### src/rtl/camera_pkg.sv
// Shared types and constants for the camera pixel reconstructor.
package camera_pkg;

  typedef enum logic [1:0] {
    ST_WAIT_VS,
    ST_IDLE_LINE,
    ST_BYTE_LO,
    ST_BYTE_HI
  } cam_state_t;

  localparam int H_ACTIVE_DEFAULT = 1280;
  localparam int V_ACTIVE_DEFAULT = 720;
  localparam int RGB565_W         = 16;
  localparam int CAM_BYTE_W       = 8;
  localparam int H_CNT_W          = 11;
  localparam int V_CNT_W          = 10;

endpackage

### src/rtl/cam_input_sync.sv
// Oversampling front end for the raw camera bus. Every raw line goes through
// the same two synchroniser flops so data stays aligned with pclk; a third
// flop on the control lines provides edge detection.
module cam_input_sync
  import camera_pkg::*;
(
  input  logic                  clk,
  input  logic                  rst_n,
  input  logic                  pclk_in,
  input  logic                  hsync_in,
  input  logic                  vsync_in,
  input  logic [CAM_BYTE_W-1:0] data_in,
  output logic                  pclk_rise,
  output logic                  hs_fall,
  output logic                  vs_rise,
  output logic                  vs_fall,
  output logic                  hsync,
  output logic [CAM_BYTE_W-1:0] data
);

  // bit 0 = s1, bit 1 = s2, bit 2 = s3 (previous s2, for edge detection)
  logic [2:0]            pclk_sr;
  logic [2:0]            hs_sr;
  logic [2:0]            vs_sr;
  logic [CAM_BYTE_W-1:0] data_s1;
  logic [CAM_BYTE_W-1:0] data_s2;

  // Shift all raw camera lines through the synchroniser chain
  always_ff @(posedge clk or negedge rst_n) begin
    if (!rst_n) begin
      pclk_sr <= '0;
      hs_sr   <= '0;
      vs_sr   <= '0;
      data_s1 <= '0;
      data_s2 <= '0;
    end else begin
      pclk_sr <= {pclk_sr[1:0], pclk_in};
      hs_sr   <= {hs_sr[1:0], hsync_in};
      vs_sr   <= {vs_sr[1:0], vsync_in};
      data_s1 <= data_in;
      data_s2 <= data_s1;
    end
  end

  assign pclk_rise = pclk_sr[1] & ~pclk_sr[2];
  assign hs_fall   = ~hs_sr[1] & hs_sr[2];
  assign vs_rise   = vs_sr[1] & ~vs_sr[2];
  assign vs_fall   = ~vs_sr[1] & vs_sr[2];
  assign hsync     = hs_sr[1];
  assign data      = data_s2;

endmodule

### src/rtl/camera_pixel_reconstructor.sv
// Rebuilds RGB565 pixels from the 8-bit camera bus, tags them with column and
// row, drops anything outside the active window and flags malformed lines and
// frames without letting them disturb the downstream write stream.
module camera_pixel_reconstructor
  import camera_pkg::*;
#(
  parameter int H_ACTIVE = H_ACTIVE_DEFAULT,
  parameter int V_ACTIVE = V_ACTIVE_DEFAULT
) (
  input  logic                  clk_camera,
  input  logic                  sys_rst_camera_n,
  input  logic                  cam_pclk,
  input  logic                  cam_hsync,
  input  logic                  cam_vsync,
  input  logic [CAM_BYTE_W-1:0] cam_data,
  input  logic                  err_clr,
  output logic                  pixel_valid,
  output logic [RGB565_W-1:0]   pixel_data,
  output logic [H_CNT_W-1:0]    h_count,
  output logic [V_CNT_W-1:0]    v_count,
  output logic                  frame_done,
  output logic                  line_err,
  output logic                  frame_err
);

  localparam logic [H_CNT_W-1:0] H_LIM  = H_CNT_W'(H_ACTIVE);
  localparam logic [H_CNT_W-1:0] H_LAST = H_CNT_W'(H_ACTIVE - 1);
  localparam logic [V_CNT_W-1:0] V_LIM  = V_CNT_W'(V_ACTIVE);
  localparam logic [V_CNT_W-1:0] V_LAST = V_CNT_W'(V_ACTIVE - 1);

  logic                  pclk_rise;
  logic                  hs_fall;
  logic                  vs_rise;
  logic                  vs_fall;
  logic                  sync_hsync;
  logic [CAM_BYTE_W-1:0] sync_data;

  cam_state_t            state;
  cam_state_t            state_nxt;
  logic [CAM_BYTE_W-1:0] hi_q;
  logic [CAM_BYTE_W-1:0] hi_nxt;
  logic [H_CNT_W-1:0]    h_q;
  logic [H_CNT_W-1:0]    h_nxt;
  logic [V_CNT_W-1:0]    v_q;
  logic [V_CNT_W-1:0]    v_nxt;
  logic                  emit;
  logic                  line_err_evt;
  logic                  frame_err_evt;

  cam_input_sync u_sync (
    .clk       (clk_camera),
    .rst_n     (sys_rst_camera_n),
    .pclk_in   (cam_pclk),
    .hsync_in  (cam_hsync),
    .vsync_in  (cam_vsync),
    .data_in   (cam_data),
    .pclk_rise (pclk_rise),
    .hs_fall   (hs_fall),
    .vs_rise   (vs_rise),
    .vs_fall   (vs_fall),
    .hsync     (sync_hsync),
    .data      (sync_data)
  );

  // Byte-pairing FSM; VSYNC rise outranks line end, which outranks a byte
  always_comb begin
    state_nxt     = state;
    hi_nxt        = hi_q;
    h_nxt         = h_q;
    v_nxt         = v_q;
    emit          = 1'b0;
    line_err_evt  = 1'b0;
    frame_err_evt = 1'b0;
    case (state)
      ST_WAIT_VS: begin
        if (vs_fall) begin
          state_nxt = ST_IDLE_LINE;
          h_nxt     = '0;
          v_nxt     = '0;
        end
      end
      default: begin
        if (vs_rise) begin
          frame_err_evt = (v_q != V_LIM);
          state_nxt     = ST_WAIT_VS;
        end else if (hs_fall && (state != ST_IDLE_LINE)) begin
          line_err_evt = (state == ST_BYTE_LO) || (h_q != H_LIM);
          v_nxt        = (v_q == '1) ? v_q : v_q + V_CNT_W'(1);
          h_nxt        = '0;
          state_nxt    = ST_IDLE_LINE;
        end else if (pclk_rise && sync_hsync) begin
          case (state)
            ST_IDLE_LINE: begin
              hi_nxt    = sync_data;
              h_nxt     = '0;
              state_nxt = ST_BYTE_LO;
            end
            ST_BYTE_LO: begin
              emit      = (h_q < H_LIM) && (v_q < V_LIM);
              h_nxt     = (h_q == '1) ? h_q : h_q + H_CNT_W'(1);
              state_nxt = ST_BYTE_HI;
            end
            ST_BYTE_HI: begin
              hi_nxt    = sync_data;
              state_nxt = ST_BYTE_LO;
            end
            default: state_nxt = ST_WAIT_VS;
          endcase
        end
      end
    endcase
  end

  // State, high-byte latch and line/column counters
  always_ff @(posedge clk_camera or negedge sys_rst_camera_n) begin
    if (!sys_rst_camera_n) begin
      state <= ST_WAIT_VS;
      hi_q  <= '0;
      h_q   <= '0;
      v_q   <= '0;
    end else begin
      state <= state_nxt;
      hi_q  <= hi_nxt;
      h_q   <= h_nxt;
      v_q   <= v_nxt;
    end
  end

  // Registered pixel outputs; data and counts hold between pulses
  always_ff @(posedge clk_camera or negedge sys_rst_camera_n) begin
    if (!sys_rst_camera_n) begin
      pixel_valid <= 1'b0;
      frame_done  <= 1'b0;
      pixel_data  <= '0;
      h_count     <= '0;
      v_count     <= '0;
    end else begin
      pixel_valid <= emit;
      frame_done  <= emit && (h_q == H_LAST) && (v_q == V_LAST);
      if (emit) begin
        pixel_data <= {hi_q, sync_data};
        h_count    <= h_q;
        v_count    <= v_q;
      end
    end
  end

  // Sticky error flags; a new error in the clear cycle wins
  always_ff @(posedge clk_camera or negedge sys_rst_camera_n) begin
    if (!sys_rst_camera_n) begin
      line_err  <= 1'b0;
      frame_err <= 1'b0;
    end else begin
      line_err  <= (line_err & ~err_clr) | line_err_evt;
      frame_err <= (frame_err & ~err_clr) | frame_err_evt;
    end
  end

endmodule

### config.mk
export PLATFORM = sky130hd
export DESIGN_NAME = camera_pixel_reconstructor
export DESIGN_NICKNAME = d
export VERILOG_FILES = /design/src/rtl/camera_pkg.sv /design/src/rtl/cam_input_sync.sv /design/src/rtl/camera_pixel_reconstructor.sv
export SDC_FILE = /design/constraint.sdc
export NUM_CORES = 1
export LEC_CHECK = 0
export ABC_AREA = 1
export ABC_CLOCK_PERIOD_IN_PS = 4200
export BUFFER_PORTS_ARGS = -buffer_cell sky130_fd_sc_hd__buf_2
export CORE_MARGIN = 10
export CORE_UTILIZATION = 48
export CTS_CLUSTER_SIZE = 40
export DETAILED_ROUTE_END_ITERATION = 10
export PLACE_DENSITY = 0.73
export SLEW_MARGIN = 0
export SYNTH_ARGS = -nofsm -noshare
export SYNTH_HDL_FRONTEND = slang
export SYNTH_HIERARCHICAL = 1
export SYNTH_SLANG_ARGS = --single-unit
### constraint.sdc
create_clock -name clk_camera -period 4.2 [get_ports clk_camera]
set_input_delay 0.84 -clock clk_camera [delete_from_list [all_inputs] [get_ports clk_camera]]
set_output_delay 0.84 -clock clk_camera [all_outputs]
set_load 0.02 [all_outputs]
==> flow_summary.json <==
{
  "synth_area_leaders": "dfrtp_1, nand2_1, o21ai_2",
  "grtUsageTotal": 0.1331,
  "htreeDepth": 3,
  "critical_path_buf_inv_count": 2,
  "maxCapViolations": 0,
  "timing.final.ws_setup_ps": 1669,
  "rsz0062_at_grt": "no",
  "vias": 3037,
  "min-delay-path-class": "reg2reg",
  "dieHeight_um": 113.7,
  "postCtsHoldBufs": 0,
  "worst_ep_required_time_ps": 4460,
  "power_leakage_nw": 2.369,
  "synth_cell_type_count": 31,
  "max_stage_delay_ps": 700,
  "worstSetupEndpoint": "h_count[9]",
  "max_freq_mhz": 395.1,
  "syn_nets": 463,
  "synthCells": 445,
  "relSlewSlack": 0.4143,
  "cts.sinks": 97,
  "drc": 0,
  "irDropWorstVdd_mv": 0.1921,
  "antenna_found_initial": 0,
  "io_pins": 55,
  "cts_root_buf": "clkbuf_8",
  "numCtsBuffers": 9,
  "start_util": 0.4877,
  "grt_max_degree": 69,
  "crit_path_top_delay_cell": "nand3_2",
  "ant_nets": 0,
  "worstSkewPairLatency_ps": 370,
  "async_reset_ff_frac": 1.000,
  "total_power_w": 0.002358,
  "fin_crit_sh": 0.6026,
  "slew_viol_final": 0,
  "final_nets": 516,
  "crit_family": "simple AND/OR/NAND/NOR gates",
  "yosysWarnings": 6,
  "period_minus_slack_ps": 2531,
  "grt_pass1_vias": 3057,
  "syn_area_um2": 4212,
  "cts_setup_buffers": 0,
  "crit_chain": "inv_2 > nand2_2 > nand3_1 > nor2_1 > nand3_2 > buf_4 > nand2_1 > o21ai_2",
  "finalHoldViolCount": 0,
  "pre_cts_ws_ps": 1622,
  "die_w_um": 113.7,
  "n_antenna_cell": 0,
  "r2r-end": "h_count[9]",
  "synth_most_common_cell": "nand2_1",
  "crit_fanout": 42,
  "post_cts_resized": 0,
  "synth_top_area_share": 0.5764,
  "yosysSeqAreaShare": 0.5764,
  "drt_first_iter_violations": 207,
  "vias_per_cell": 4.971,
  "wl_per_cell_um": 13.59,
  "grt-ovfl-total": 0,
  "p_per_area_nw_per_um2": 500.1,
  "critical_path_depth": 8,
  "cts.clk_slew.worst_paths_ps": 100,
  "cts_tree": "done",
  "area_growth_pct": 11.97,
  "cp.arrival_ps": 2790,
  "r2r_slack_ps": 1670,
  "ys_seq_elements": 97,
  "tightestPinTransition_ps": 877.6,
  "path_class": "reg2reg",
  "dp_hpwl_um": 6014,
  "wirelength_um": 8305,
  "die_area_um2": 12920,
  "cts_buffer_depth": 2,
  "yosys.area.top_type": "dfrtp_1",
  "critPathLaunch": "state[1]",
  "hp-start": "u_sync/data_s1[7]",
  "synth_edf_count": 0,
  "grt_pass1_wl_um": 14280,
  "core_um2": 8636,
  "place.gp.congestion": 0.8495,
  "synthFlopType": "dfrtp_1",
  "r2r_start": "state[1]",
  "synth_common_cells": "nand2_1, dfrtp_1, inv_1, nand3_1, o21ai_2",
  "ff2ff_path_depth": 8,
  "dr.pass1.iters": 5,
  "io_buffers": 54,
  "skew_ps": 13.62,
  "crit_path_end_kind": "register",
  "crit_path_start_kind": "register",
  "num_rows": 34,
  "final_layout_size_suffix_gt1_frac": 0.2525,
  "status": "finished clean",
  "fin_tns_setup_ps": 0,
  "syn_area_per_cell_um2": 9.464,
  "setup-violations-final": 0
}
[how the worst min path moves through the flow]
stage,slack (ps),end,cells past startpoint
floorplan,330,u_sync/data[0],0
global placement,330,u_sync/data[7],0
detailed placement,330,u_sync/data[7],0
CTS,360,u_sync/data[7],0
global route,360,u_sync/data[4],0
finish,360,u_sync/data[7],0
[final cells by class]
type	instances	area, um2
Inverter	52	197.7
Clock inverter	6	57.56
Tap cell	108	135.1
Timing Repair Buffer	56	287.8
Clock buffer	10	137.6
Multi-Input combinational cell	282	1473
Fill cell	775	3920
Sequential cell	97	2427
[per-layer routing]
metal	share of wire	GRT usage
met1	0.43	0.1618
met2	0.51	0.2218
met3	0.042	0.03255
met4	0.018	0.05330
met5	0	0
[state kept, by name, summed over array words and instances, names as in the netlist]
register        flops
u_sync/data_s1      8
h_q                11
hi_q                8
u_sync/hs_sr        3
line_err            1
pixel_data         16
u_sync/data         8
u_sync/pclk_sr      3
h_count            11
state               2
v_count            10
pixel_valid         1
u_sync/vs_sr        3
frame_err           1
v_q                10
frame_done          1
[per-stage QoR]
stage	hold slack (ps)	cell area, um2	util	std cells
final	356.8	4716	0.5461	611
after global routing	363.9	4716	0.5461	611
after CTS	358.8	4716	0.5461	611
after detailed placement	334.7	4521	0.5235	595
after global placement	331.4	4521	0.5235	595
after floorplan	331.2	4212	-	445
[cells in the final DEF (no fill, tap or decap), drive strengths merged]
| master | synthesis | routed |
|---|---|---|
| a21oi | 1 | 1 |
| o21bai | 1 | 1 |
| inv | 51 | 54 |
| clkbuf | 3 | 10 |
| nor4 | 2 | 2 |
| nor3b | 1 | 1 |
| nand3b | 3 | 3 |
| nand3 | 33 | 33 |
| o22ai | 3 | 3 |
| dfrtp | 97 | 97 |
| nand4 | 11 | 11 |
| buf | 11 | 56 |
| o21ai | 62 | 62 |
| nor2 | 30 | 30 |
| or2 | 1 | 1 |
| clkinv | 1 | 4 |
| nor3 | 2 | 2 |
| o31ai | 1 | 1 |
| nand2 | 125 | 125 |
| ha | 4 | 4 |
| xor2 | 2 | 2 |
[where the power goes]
group          internal [W]  leakage [nW]  total (W)  switching (W)
Sequential          0.00107          1.27    0.00116      0.0000942
Clock              0.000245         0.101   0.000586       0.000341
Combinational      0.000178         0.995   0.000612       0.000433
Total               0.00149          2.37    0.00236       0.000869
[cell families (layout without fill, tap and decap cells)]
logic type | count (synthesis) | in the layout | share of synthesized area
XOR/XNOR | 2 | 2 | 0.004160
adder cells (fa/ha/maj) | 4 | 4 | 0.01188
AO/OA/AOI/OAI | 68 | 68 | 0.1105
buffers and inverters | 66 | 124 | 0.07516
AND/OR/NAND/NOR | 208 | 208 | 0.2219
flip-flops | 97 | 97 | 0.5764
Power figures use the tool's default switching activity.
